File: src/rtl/result_pack_pkg.sv
// result_pack_pkg: shared defaults, FSM state encoding and lane-index width helper
package result_pack_pkg;
  localparam int IMG_WIDTH_DEF = 16;
  localparam int DEPTH_NB_DEF = 1;
  typedef enum logic [1:0] {IDLE, ACTIVE, DRAIN} state_t;
  function automatic int clog2(input int n);
    int r = 0;
    for (int i = 0; i < 31; i++) if ((1 << i) < n) r = i + 1;
    return r;
  endfunction
endpackage

File: src/rtl/result_pack_shift.sv
// result_pack_shift: N-lane accumulate register with lane write, clear and merged flush view
module result_pack_shift #(
  parameter int W = 16,
  parameter int N = 4,
  parameter int LW = 2
) (
  input  logic           clk,
  input  logic           rst,
  input  logic [W-1:0]   din,
  input  logic [LW-1:0]  lane,
  input  logic           wr,
  input  logic           clr,
  output logic [N*W-1:0] word
);
  logic [N*W-1:0] acc;
  assign word = acc | ((N*W)'(din) << (lane * W));
  always_ff @(posedge clk)
    if (rst || clr) acc <= '0;
    else if (wr) acc[lane*W +: W] <= din;
endmodule

File: src/rtl/result_pack.sv
// result_pack: packs result beats into bus words framed by a configured beat count
module result_pack import result_pack_pkg::*; #(
  parameter int DEPTH_NB = DEPTH_NB_DEF,
  parameter int IMG_WIDTH = IMG_WIDTH_DEF,
  parameter int BUS_WIDTH = 64
) (
  input  logic                          clk,
  input  logic                          rst,
  input  logic [31:0]                   cfg_count,
  input  logic                          cfg_val,
  output logic                          cfg_rdy,
  input  logic [IMG_WIDTH*DEPTH_NB-1:0] result,
  input  logic                          result_val,
  output logic                          result_rdy,
  output logic [BUS_WIDTH-1:0]          str_data,
  output logic                          str_last,
  output logic                          str_val,
  input  logic                          str_rdy,
  output logic                          done
);
  localparam int W = IMG_WIDTH * DEPTH_NB;
  localparam int PACK_NB = BUS_WIDTH / W;
  localparam int LW = clog2(PACK_NB) < 1 ? 1 : clog2(PACK_NB);
  state_t state, state_n;
  logic [31:0] count, beat_cnt;
  logic [LW-1:0] lane;
  logic [BUS_WIDTH-1:0] word;
  logic last_beat, complete, acc, start, fin;
  assign last_beat = beat_cnt == count - 32'd1;
  assign complete = lane == LW'(PACK_NB - 1) || last_beat;
  assign cfg_rdy = state == IDLE && !rst;
  assign result_rdy = state == ACTIVE && !rst && (!complete || !str_val || str_rdy);
  assign acc = result_val && result_rdy;
  assign start = cfg_val && cfg_rdy;
  assign fin = state == DRAIN && str_val && str_rdy && str_last;
  always_comb
    state_n = start && cfg_count != 32'd0 ? ACTIVE :
              acc && last_beat ? DRAIN :
              fin ? IDLE : state;
  always_ff @(posedge clk)
    state <= rst ? IDLE : state_n;
  always_ff @(posedge clk)
    if (rst) begin
      count <= '0;
      beat_cnt <= '0;
      lane <= '0;
    end else if (start) begin
      count <= cfg_count;
      beat_cnt <= '0;
      lane <= '0;
    end else if (acc) begin
      beat_cnt <= beat_cnt + 32'd1;
      lane <= complete ? '0 : lane + 1'b1;
    end
  always_ff @(posedge clk)
    if (rst) begin
      str_data <= '0;
      str_last <= 1'b0;
      str_val <= 1'b0;
      done <= 1'b0;
    end else begin
      done <= fin || (start && cfg_count == 32'd0);
      if (acc && complete) begin
        str_data <= word;
        str_last <= last_beat;
        str_val <= 1'b1;
      end else if (str_rdy) str_val <= 1'b0;
    end
  result_pack_shift #(.W(W), .N(PACK_NB), .LW(LW)) u_shift (
    .clk(clk),
    .rst(rst),
    .din(result),
    .lane(lane),
    .wr(acc && !complete),
    .clr(start || (acc && complete)),
    .word(word)
  );
endmodule
File: config.mk
export PLATFORM = sky130hd
export DESIGN_NAME = result_pack
export DESIGN_NICKNAME = d
export VERILOG_FILES = /design/src/rtl/result_pack_pkg.sv /design/src/rtl/result_pack_shift.sv /design/src/rtl/result_pack.sv
export SDC_FILE = /design/constraint.sdc
export NUM_CORES = 1
export LEC_CHECK = 0
export CAP_MARGIN = 0
export CORE_MARGIN = 2
export CORE_UTILIZATION = 35
export CTS_CLUSTER_DIAMETER = 100
export DETAILED_ROUTE_END_ITERATION = 8
export PLACE_DENSITY_LB_ADDON = 0.3
export SETUP_SLACK_MARGIN = 0.05
export SLEW_MARGIN = 20
export SYNTH_ARGS = -nofsm -noshare
export SYNTH_HDL_FRONTEND = slang
export SYNTH_SLANG_ARGS = --single-unit
File: constraint.sdc
create_clock -name clk -period 10.1 [get_ports clk]
set_input_delay 1.01 -clock clk [delete_from_list [all_inputs] [get_ports clk]]
set_output_delay 1.01 -clock clk [all_outputs]
set_load 0.02 [all_outputs]
==> out/results.ini, run 1 <==
[place]
portBuffers=121
dpl.hpwl_um=20400
place_area_um2=11400
gp_congestion=0.844
place_inst=1629

[route]
antenna_left=0
wl_um=29200
drt-met1-wl_um=13100
vias_per_cell=5.40
dr_wl_met2_um=14200
first_pass_iters=5
top_layer=met4
drc_errors=0
first_iter_violations=588
routed-via-count=8962
wl_met3_um=1170
wl_per_cell_um=17.6

[layout]
areaGrowthSynthToFinish_pct=19.9
drive_above_1_share=0.0889
stdcell_area_um2=12000
finalNonFillerCells=1661
fillers=2826
diodes=0
nets=1331

[timing]
period_needed_ps=5900
fin_tns_setup_ps=0
finalCritPeriodShare=0.584
tightest_slew_ps=1110
setup_viol=0
hold_viol_final=0
slew_headroom=0.259
skew_ps=16.7
slew_viol_final=0
rsz0062_at_grt=false
holdWs_ps=493
fmax_mhz=169

[floorplan]
die_w_um=173
num_rows=61
die_area_um2=30000
die_y_um=173
io_pins=122
start_util=0.358
core_um2=27900

[worst_setup_path]
end_kind=primary output
r2r-end=u_shift.acc[12]
reg2reg_slack_ps=5490
critPathBufInv=1
cp_common_cell=or4_1
reg2regPathDepth=10
crit_cells=9
slowest_delay_ps=710
cp_max_fo=24
r2r-start=count[2]
cp_slowest_cell=or4_1
cp_top_family=simple AND/OR/NAND/NOR gates
start_kind=flop
critPathRequiredTime_ps=9090
worstPathArrival_ps=4890
crit_path_cell_trace=or4_1 > or4_1 > nor3_4 > a41oi_1 > a2111o_1 > or4_4 > a21oi_4 > nor2_1 > clkdlybuf4s50_1
crit_type=reg -> out

[yosys]
synth_top_family_by_area=simple AND/OR/NAND/NOR gates
synthSimpleGateAreaFrac=0.235
ys_seq_area_frac=0.398
synth.avg_cell_area_um2=8.29
synth_xor_area_frac=0.0359
synth_compound_area_frac=0.199
syn_area_um2=10000
synthCells=1208
synth_edf_count=0
netlist-cell-type-count=61
yosys_warnings=0
synth-seq-cells=199
synthArstFlopShare=0
synthAdderAreaFrac=0.0100
muxShareOfSynthArea=0.0690
syn_nets=1269
ys.flop_type=dfxtp_1

[run_status]
outcome=completed

[clock_tree]
postCtsHoldBufs=0
post-cts-setup-buffers=0
clk_pin_slew_ps=70
cts_buffer_depth=2
cts-htree-levels=4
clock-root-buffer=clkbuf_16
clk_latency_ps=450
cts_buffers=17
cts_resized=0
cts_tree=done
clkSinkCount=199

[power_and_ir_drop]
ir_worst_vdd_mv=0.110
total_power_mw=1.70
leakage_nw=3.70
cellPowerDensity_nw_per_um2=142

[global_route]
grt-ovfl-total=0
antenna_found_initial=0
track_usage=0.193
grt_pass1_wl_um=46800
grt_pass1_vias=8561
grt_max_degree=80

[run]
maxCapViolations=0

[hold_path]
hold_start=count[25]
hold-path-cell-count=2
whs_endpoint=count[25]
hold_class=reg -> reg

## power by group
group	internal (mW)	switching (mW)	leakage, nW
Combinational	0.0681	0.108	1.80
Clock	0.382	0.335	0.290
Sequential	0.791	0.0142	1.61
Total	1.24	0.457	3.70
## metrics by stage
stage / setup slack (ps) / util
floorplan: 5520 / -
global placement: 4690 / 0.407
detailed placement: 4660 / 0.407
CTS: 4180 / 0.429
global route: 3930 / 0.429
finish: 4200 / 0.429
## worst register-to-register path, delay by kind of cell (launching register included)
family | cells | cell delay [ps]
and+or+nand+nor | 6 | 2740
AOI/OAI and AO/OA | 3 | 820
buffers and inverters | 1 | 570
DFF | 1 | 360
## final cells by class
type / instances / area, um^2 / area share
Inverter: 22 / 82.6 / 0.00688
Clock inverter: 12 / 160 / 0.0134
Timing Repair Buffer: 136 / 1330 / 0.111
Clock buffer: 20 / 447 / 0.0372
Tap cell: 378 / 473 / 0.0394
Multi-Input combinational cell: 894 / 5520 / 0.460
Sequential cell: 199 / 3990 / 0.332
## cells in the final DEF (no fill, tap or decap), types with 3 or more instances in the layout
cell             netlist  final
dfxtp_1              199    198
o211ai_1               8      8
mux2i_1               69     69
and3_1                 9      9
or2_2                  3      3
nor3_2                 4      4
nand4_1               14     14
or4_1                 19     19
a31oi_1               67     67
and2_1                 3      3
nand4b_1               3      3
clkbuf_16              0     17
nand2b_1               8      8
inv_8                  0      3
ha_1                   8      8
o31ai_1               12     12
inv_1                 21     21
a211oi_1              14     14
a211oi_2              50     50
clkdlybuf4s50_1        0    120
nor4_1                24     24
nand2_1              135    134
nor3_1                20     19
nand3_1               19     19
buf_4                  8     15
or3_1                 15     15
xor2_1                 9      9
a21oi_1               69     69
nor2b_1                5      5
xnor2_1               32     32
and4_1                 4      4
o21ai_0               19     19
nor2_1               218    218
a21o_1                 3      3
o41ai_1                4      4
## Yosys cell counts, types with 16 or more instances
cell        n  area share
nor2_1    218       0.082
dfxtp_1   199        0.40
nand2_1   135       0.051
a21oi_1    69       0.035
mux2i_1    69       0.069
a31oi_1    67       0.042
clkbuf_1   59       0.022
a211oi_2   50       0.063
xnor2_1    32       0.028
nor4_1     24       0.015
inv_1      21      0.0079
nor3_1     20       0.010
nand3_1    19      0.0095
o21ai_0    19      0.0095
or4_1      19       0.014
buf_2      16      0.0080
## flip-flops by register name, summed over array words and instances (netlist names)
signal,count
beat_cnt,32
count,32
done,1
lane,2
state,2
str_data,64
str_last,1
str_val,1
u_shift.acc,64
## worst max path at each step
stage | startpoint | to | slack [ps]
6_report | count[2] | result_rdy | 4200
2_1_floorplan | count[8] | result_rdy | 5520
4_1_cts | count[2] | result_rdy | 4180
5_1_grt | count[2] | result_rdy | 3930
3_3_place_gp | count[2] | result_rdy | 4690
3_5_place_dp | count[2] | result_rdy | 4660
## cell families (layout without fill, tap and decap cells)
kind of cell,Yosys count,after routing
AND/OR/NAND/NOR,509,509
AO/OA/AOI/OAI,267,267
multiplexers,69,69
flip-flops,199,199
adder cells (fa/ha/maj),8,8
buffers and inverters,115,190
XOR/XNOR,41,41
## metal layers
| metal | global-route usage | up-vias |
|---|---|---|
| met1 | 0.249 | 4303 |
| met3 | 0.0341 | 35 |
| met4 | 0.0625 | 0 |
| met2 | 0.328 | 186 |
| li1 | - | 4438 |
| met5 | 0 | - |
No activity file was read; power rests on OpenSTA's default activity.
==> inputs of run 2 (changes only) <==
==> constraint.sdc (replaced) <==
create_clock -name clk -period 5.3 [get_ports clk]
set_input_delay 0.53 -clock clk [delete_from_list [all_inputs] [get_ports clk]]
set_output_delay 0.53 -clock clk [all_outputs]
set_load 0.02 [all_outputs]
==> out/results.ini, run 2 (synthesized netlist as in run 1, its figures left out) <==
[timing]
fmax_mhz=200
rsz0062_at_grt=false  ; unchanged
finalCritPeriodShare=0.946
slew_viol_final=0  ; unchanged
holdWs_ps=491  ; was 493 ps
slew_headroom=0.282  ; was 0.259
tightest_slew_ps=1070  ; was 1110 ps
setup_viol=0  ; unchanged
fin_tns_setup_ps=0  ; unchanged
layout_setup_ws_ps=288  ; was 4200 ps
skew_ps=26.4  ; was 16.7 ps
hold_viol_final=0  ; unchanged
period_needed_ps=5010

[hold_path]
hold_class=reg -> reg  ; unchanged

[route]
drc_errors=0  ; unchanged
wl_per_cell_um=17.7  ; was 17.6 um
first_iter_violations=688  ; was 588
wl_um=29400  ; was 29200 um
first_pass_iters=5  ; unchanged
vias_per_cell=5.42  ; was 5.40
antenna_left=0  ; unchanged
routed-via-count=9018  ; was 8962

[layout]
final_common_cell=nor2_1  ; unchanged
fillers=2784  ; was 2826
reg_top3=str_data: 64 flops, u_shift.acc: 64 flops  ; unchanged
areaGrowthSynthToFinish_pct=21.0  ; was 19.9%
finalNonFillerCells=1665  ; was 1661
final_cell_mix=nor2_1 (218), dfxtp_1 (198), nand2_1 (134), clkdlybuf4s50_1 (120)  ; unchanged
drive_above_1_share=0.0932  ; was 0.0889
stdcell_area_um2=12100  ; was 12000 um^2
diodes=0  ; unchanged
nets=1335  ; was 1331
fin_util=0.433  ; was 0.429

[floorplan]
core_um2=27900  ; unchanged
start_util=0.358  ; unchanged
io_pins=122  ; unchanged
die_w_um=173  ; unchanged
die_area_um2=30000  ; unchanged
die_y_um=173  ; unchanged
num_rows=61  ; unchanged

[power_and_ir_drop]
internal-power_mw=2.32  ; was 1.24 mW
seq_power_share=0.461  ; was 0.474
leakage_nw=3.76  ; was 3.70 nW
cellPowerDensity_nw_per_um2=275  ; was 142 nW/um^2
switching_share=0.303  ; was 0.269
total_power_mw=3.33  ; was 1.70 mW
clkPwrFrac=0.437  ; was 0.422
ir_worst_vdd_mv=0.259  ; was 0.110 mV
p_switching_mw=1.01  ; was 457 uW
pwr-share-comb=0.102  ; was 0.104

[place]
gp_congestion=0.866  ; was 0.844
dpl.hpwl_um=20500  ; was 20400 um
pre_cts_ws_ps=794  ; was 4660 ps
place_inst=1633  ; was 1629
portBuffers=121  ; unchanged
place_area_um2=11400  ; about the same

[clock_tree]
post-cts-setup-buffers=0  ; unchanged
cts-htree-levels=4  ; unchanged
clk_latency_ps=460  ; was 450 ps
clock-root-buffer=clkbuf_16  ; unchanged
cts_tree=done  ; unchanged
postCtsHoldBufs=0  ; unchanged
clkSinkCount=199  ; unchanged
clk_pin_slew_ps=90  ; was 70 ps
cts_buffers=17  ; unchanged
cts_resized=0  ; unchanged
cts_buffer_depth=2  ; unchanged

[run_status]
outcome=completed  ; unchanged

[worst_setup_path]
crit_type=reg -> out  ; unchanged
critPathRequiredTime_ps=4770  ; was 9090 ps
start_kind=flop  ; unchanged
worstPathArrival_ps=4480  ; was 4890 ps
cp_max_fo=10  ; was 24
end_kind=primary output  ; unchanged

[global_route]
antenna_found_initial=0  ; unchanged
grt_pass1_wl_um=47100  ; was 46800 um
grt_pass1_vias=8626  ; was 8561
grt_max_degree=75  ; was 80
grt-ovfl-total=0  ; unchanged
track_usage=0.195  ; was 0.193

[run]
maxCapViolations=0  ; unchanged

[run 2: area by class of cell]
type                            instances  area, um^2  share of cell area
Inverter                               22        82.6             0.00682
Clock buffer                           17         425              0.0351
Clock inverter                         15         235              0.0194
Tap cell                              378         473              0.0391
Sequential cell                       199        3990               0.329
Multi-Input combinational cell        894        5520               0.456
Timing Repair Buffer                  140        1390               0.115
[run 2: per-layer routing]
layer	vias up	global-route usage	wire length, um
met5	-	0	0
met4	0	0.0614	674
met3	37	0.0354	1350
met2	215	0.336	14400
met1	4326	0.246	13000
li1	4440	-	-
[run 2: worst max-delay path, stage by stage, from the launching register on]
cell             delay (ps)
dfxtp_1                 380
or4_1                   720
or4_1                   710
o31a_1                  310
nor4_1                  270
nand4_1                 200
or4_4                   630
a21oi_4                 190
nor2_1                   70
clkdlybuf4s50_1         540
[run 2: path summary, 6_finish.rpt]
check,start,endpoint,slack (ps),depth (start not counted)
hold / removal,state[1],state[1],490,2
setup / recovery,count[2],result_rdy,290,9
setup reg to reg,count[2],u_shift.acc[27],970,11
hold reg to reg,state[1],state[1],490,2
[run 2: power groups by stage]
stage / sequential [mW] / combinational (mW) / clock (mW)
after floorplan: 1.56 / 0.234 / 0
after global placement: 1.57 / 0.339 / 0
after detailed placement: 1.57 / 0.337 / 0
after CTS: 1.53 / 0.340 / 1.48
after global routing: 1.54 / 0.374 / 1.55
final: 1.53 / 0.341 / 1.45
==> inputs of run 3 (changes only) <==
--- a/config.mk
+++ b/config.mk
@@ -8,6 +8,7 @@
 export CAP_MARGIN = 0
 export CORE_MARGIN = 2
 export CORE_UTILIZATION = 35
+export CTS_BUF_LIST = sky130_fd_sc_hd__clkbuf_4 sky130_fd_sc_hd__clkbuf_8
 export CTS_CLUSTER_DIAMETER = 100
 export DETAILED_ROUTE_END_ITERATION = 8
 export PLACE_DENSITY_LB_ADDON = 0.3
@@ -15,4 +16,5 @@
 export SLEW_MARGIN = 20
 export SYNTH_ARGS = -nofsm -noshare
 export SYNTH_HDL_FRONTEND = slang
+export SYNTH_HIERARCHICAL = 1
 export SYNTH_SLANG_ARGS = --single-unit
==> out/results.ini, run 3 <==
[floorplan]
io_pins=122  ; unchanged
die_w_um=169  ; was 173 um
start_util=0.356  ; was 0.358
num_rows=60  ; was 61
die_area_um2=28700  ; was 30000 um^2
core_um2=26900  ; was 27900 um^2
die_y_um=169  ; was 173 um

[place]
gp_congestion=0.868  ; was 0.866
portBuffers=121  ; unchanged
dpl.hpwl_um=18600  ; was 20500 um
place_inst=1464  ; was 1633

[layout]
final_cell_mix=dfxtp_1 (199), nand2_1 (127), clkdlybuf4s50_1 (120), nor2_1 (117), mux2i_1 (75)  ; was nor2_1 (218), dfxtp_1 (198), nand2_1 (134), clkdlybuf4s50_1 (120)
areaGrowthSynthToFinish_pct=18.2  ; was 21.0%
fin_util=0.420  ; was 0.433
finalNonFillerCells=1496  ; was 1665
fillers=2654  ; was 2784
ff_latch_area_um2=3980  ; was 3990 um^2
reg_top3=str_data: 64 flops, u_shift/acc: 64 flops  ; was str_data: 64 flops, u_shift.acc: 64 flops
diodes=0  ; unchanged
nets=1203  ; was 1335
multiInputGateArea_um2=5070  ; was 5520 um^2
drive_above_1_share=0.0632  ; was 0.0932
final_common_cell=dfxtp_1  ; was nor2_1

[route]
vias_per_cell=5.43  ; was 5.42
antenna_left=0  ; unchanged
routed-via-count=8127  ; was 9018
first_pass_iters=5  ; unchanged
wl_per_cell_um=17.8  ; was 17.7 um
wl_um=26700  ; was 29400 um
first_iter_violations=641  ; was 688
drc_errors=0  ; unchanged

[worst_setup_path]
reg2reg_slack_ps=1220  ; was 970 ps
worstPathArrival_ps=4350  ; was 4480 ps
end_kind=primary output  ; unchanged
critPathRequiredTime_ps=4770  ; about the same
r2r-start=count[0]  ; was count[2]
startpoint=count[0]  ; was count[2]
crit_type=reg -> out  ; unchanged
start_kind=flop  ; unchanged
cp_max_fo=12  ; was 10

[global_route]
grt_pass1_vias=7528  ; was 8626
grt_pass1_wl_um=42000  ; was 47100 um
track_usage=0.185  ; was 0.195
grt_max_degree=79  ; was 75
grt-ovfl-total=0  ; unchanged
antenna_found_initial=0  ; unchanged

[run]
maxCapViolations=0  ; unchanged

[timing]
fin_tns_setup_ps=0  ; unchanged
finalCritPeriodShare=0.921  ; was 0.946
holdWs_ps=460  ; was 491 ps
tightest_slew_ps=1090  ; was 1070 ps
slew_headroom=0.269  ; was 0.282
period_needed_ps=4880  ; was 5010 ps
rsz0062_at_grt=false  ; unchanged
slew_viol_final=0  ; unchanged
skew_ps=27.6  ; was 26.4 ps
setup_viol=0  ; unchanged
fmax_mhz=205  ; was 200 MHz
hold_viol_final=0  ; unchanged

[yosys]
synth_top_area_share=0.417  ; was 0.398
ys_seq_area_frac=0.417  ; was 0.398
synth-seq-cells=199  ; unchanged
synth.most_common_cell=dfxtp_1  ; was nor2_1
synthCells=1080  ; was 1208
synthTopCellsByCount=dfxtp_1 (199), nand2_1 (127), nor2_1 (120)  ; was nor2_1 (218), dfxtp_1 (199), nand2_1 (135)
syn_nets=1141  ; was 1269
netlist-cell-type-count=73  ; was 61
synthArstFlopShare=0  ; unchanged
synth.avg_cell_area_um2=8.85  ; was 8.29 um^2
yosys_warnings=6  ; was 0
ys.flop_type=dfxtp_1  ; unchanged
synth_area_leader_cell=dfxtp_1  ; unchanged
syn_area_um2=9560  ; was 10000 um^2
synth_edf_count=0  ; unchanged
synth.top_cells.by_area=dfxtp_1 (42%), mux2i_1 (7.9%), a21o_1 (5.3%)  ; was dfxtp_1 (40%), nor2_1 (8.2%), mux2i_1 (6.9%)

[hold_path]
hold_start=u_shift/acc[3]  ; was state[1]
hold_class=reg -> reg  ; unchanged

[clock_tree]
cts_resized=0  ; unchanged
postCtsHoldBufs=0  ; unchanged
clk_latency_ps=490  ; was 460 ps
post-cts-setup-buffers=0  ; unchanged
cts-htree-levels=4  ; unchanged
clk_pin_slew_ps=120  ; was 90 ps
clkSinkCount=199  ; unchanged
cts_buffers=17  ; unchanged
cts_tree=done  ; unchanged
clock-root-buffer=clkbuf_8  ; was clkbuf_16
cts_buffer_depth=2  ; unchanged

[power_and_ir_drop]
ir_worst_vdd_mv=0.178  ; was 0.259 mV
cellPowerDensity_nw_per_um2=259  ; was 275 nW/um^2
leakage_nw=4.98  ; was 3.76 nW

[run_status]
outcome=completed  ; unchanged

-- run 3: final timing paths --
path | endpoint | depth (start not counted)
worst max-delay path | result_rdy | 12
worst min register to register | u_shift/acc[3] | 2
worst max register to register | u_shift/acc[38] | 13
worst min-delay path | u_shift/acc[3] | 2
-- run 3: cell families after synthesis --
kind of cell,count (synthesis),synth area share
AND/OR/NAND/NOR,412,0.217
flip-flops,199,0.417
AO/OA/AOI/OAI,231,0.178
XOR/XNOR,49,0.0449
buffers and inverters,106,0.0551
adder cells (fa/ha/maj),8,0.0105
multiplexers,75,0.0785
-- run 3: report_power, final --
group          switching (mW)  internal [mW]
combinational           0.191          0.129
clock                   0.687          0.390
sequential             0.0245           1.51
total                   0.902           2.03
-- run 3: stage by stage --
stage	total power, mW	worst slack, ps	area [um^2]
6_report	2.93	418	11300
5_1_grt	3.05	60.2	11300
4_1_cts	2.96	353	11300
3_5_place_dp	1.88	918	10800
3_3_place_gp	1.88	1040	10800
2_1_floorplan	1.77	1710	9560
-- run 3: worst max-delay path, cell delays in order, from the launching register on --
cell and delay [ps]:
dfxtp_1 400, inv_1 80, ha_1 360, nor3b_4 350, nand4_1 200, o31a_1 380
nor4b_1 280, nand4_1 240, nor4_2 320, buf_4 230, or2_1 340, nor2_1 140
clkdlybuf4s50_1 560
-- run 3: layer usage --
metal | wire length, um | track usage | vias to the layer above
met5 | 0 | 0 | -
met4 | 504 | 0.0569 | 0
met3 | 1060 | 0.0303 | 22
met2 | 12300 | 0.295 | 203
met1 | 12800 | 0.257 | 3921
li1 | - | - | 3981
-- run 3: area by class of cell --
cell class,count,area share
repair buffers,132,0.115
well taps,341,0.0378
multi-input cells,775,0.449
flip-flops and latches,199,0.353
clock buffers,17,0.0207
clock inverters,15,0.0197
inverters,17,0.00565
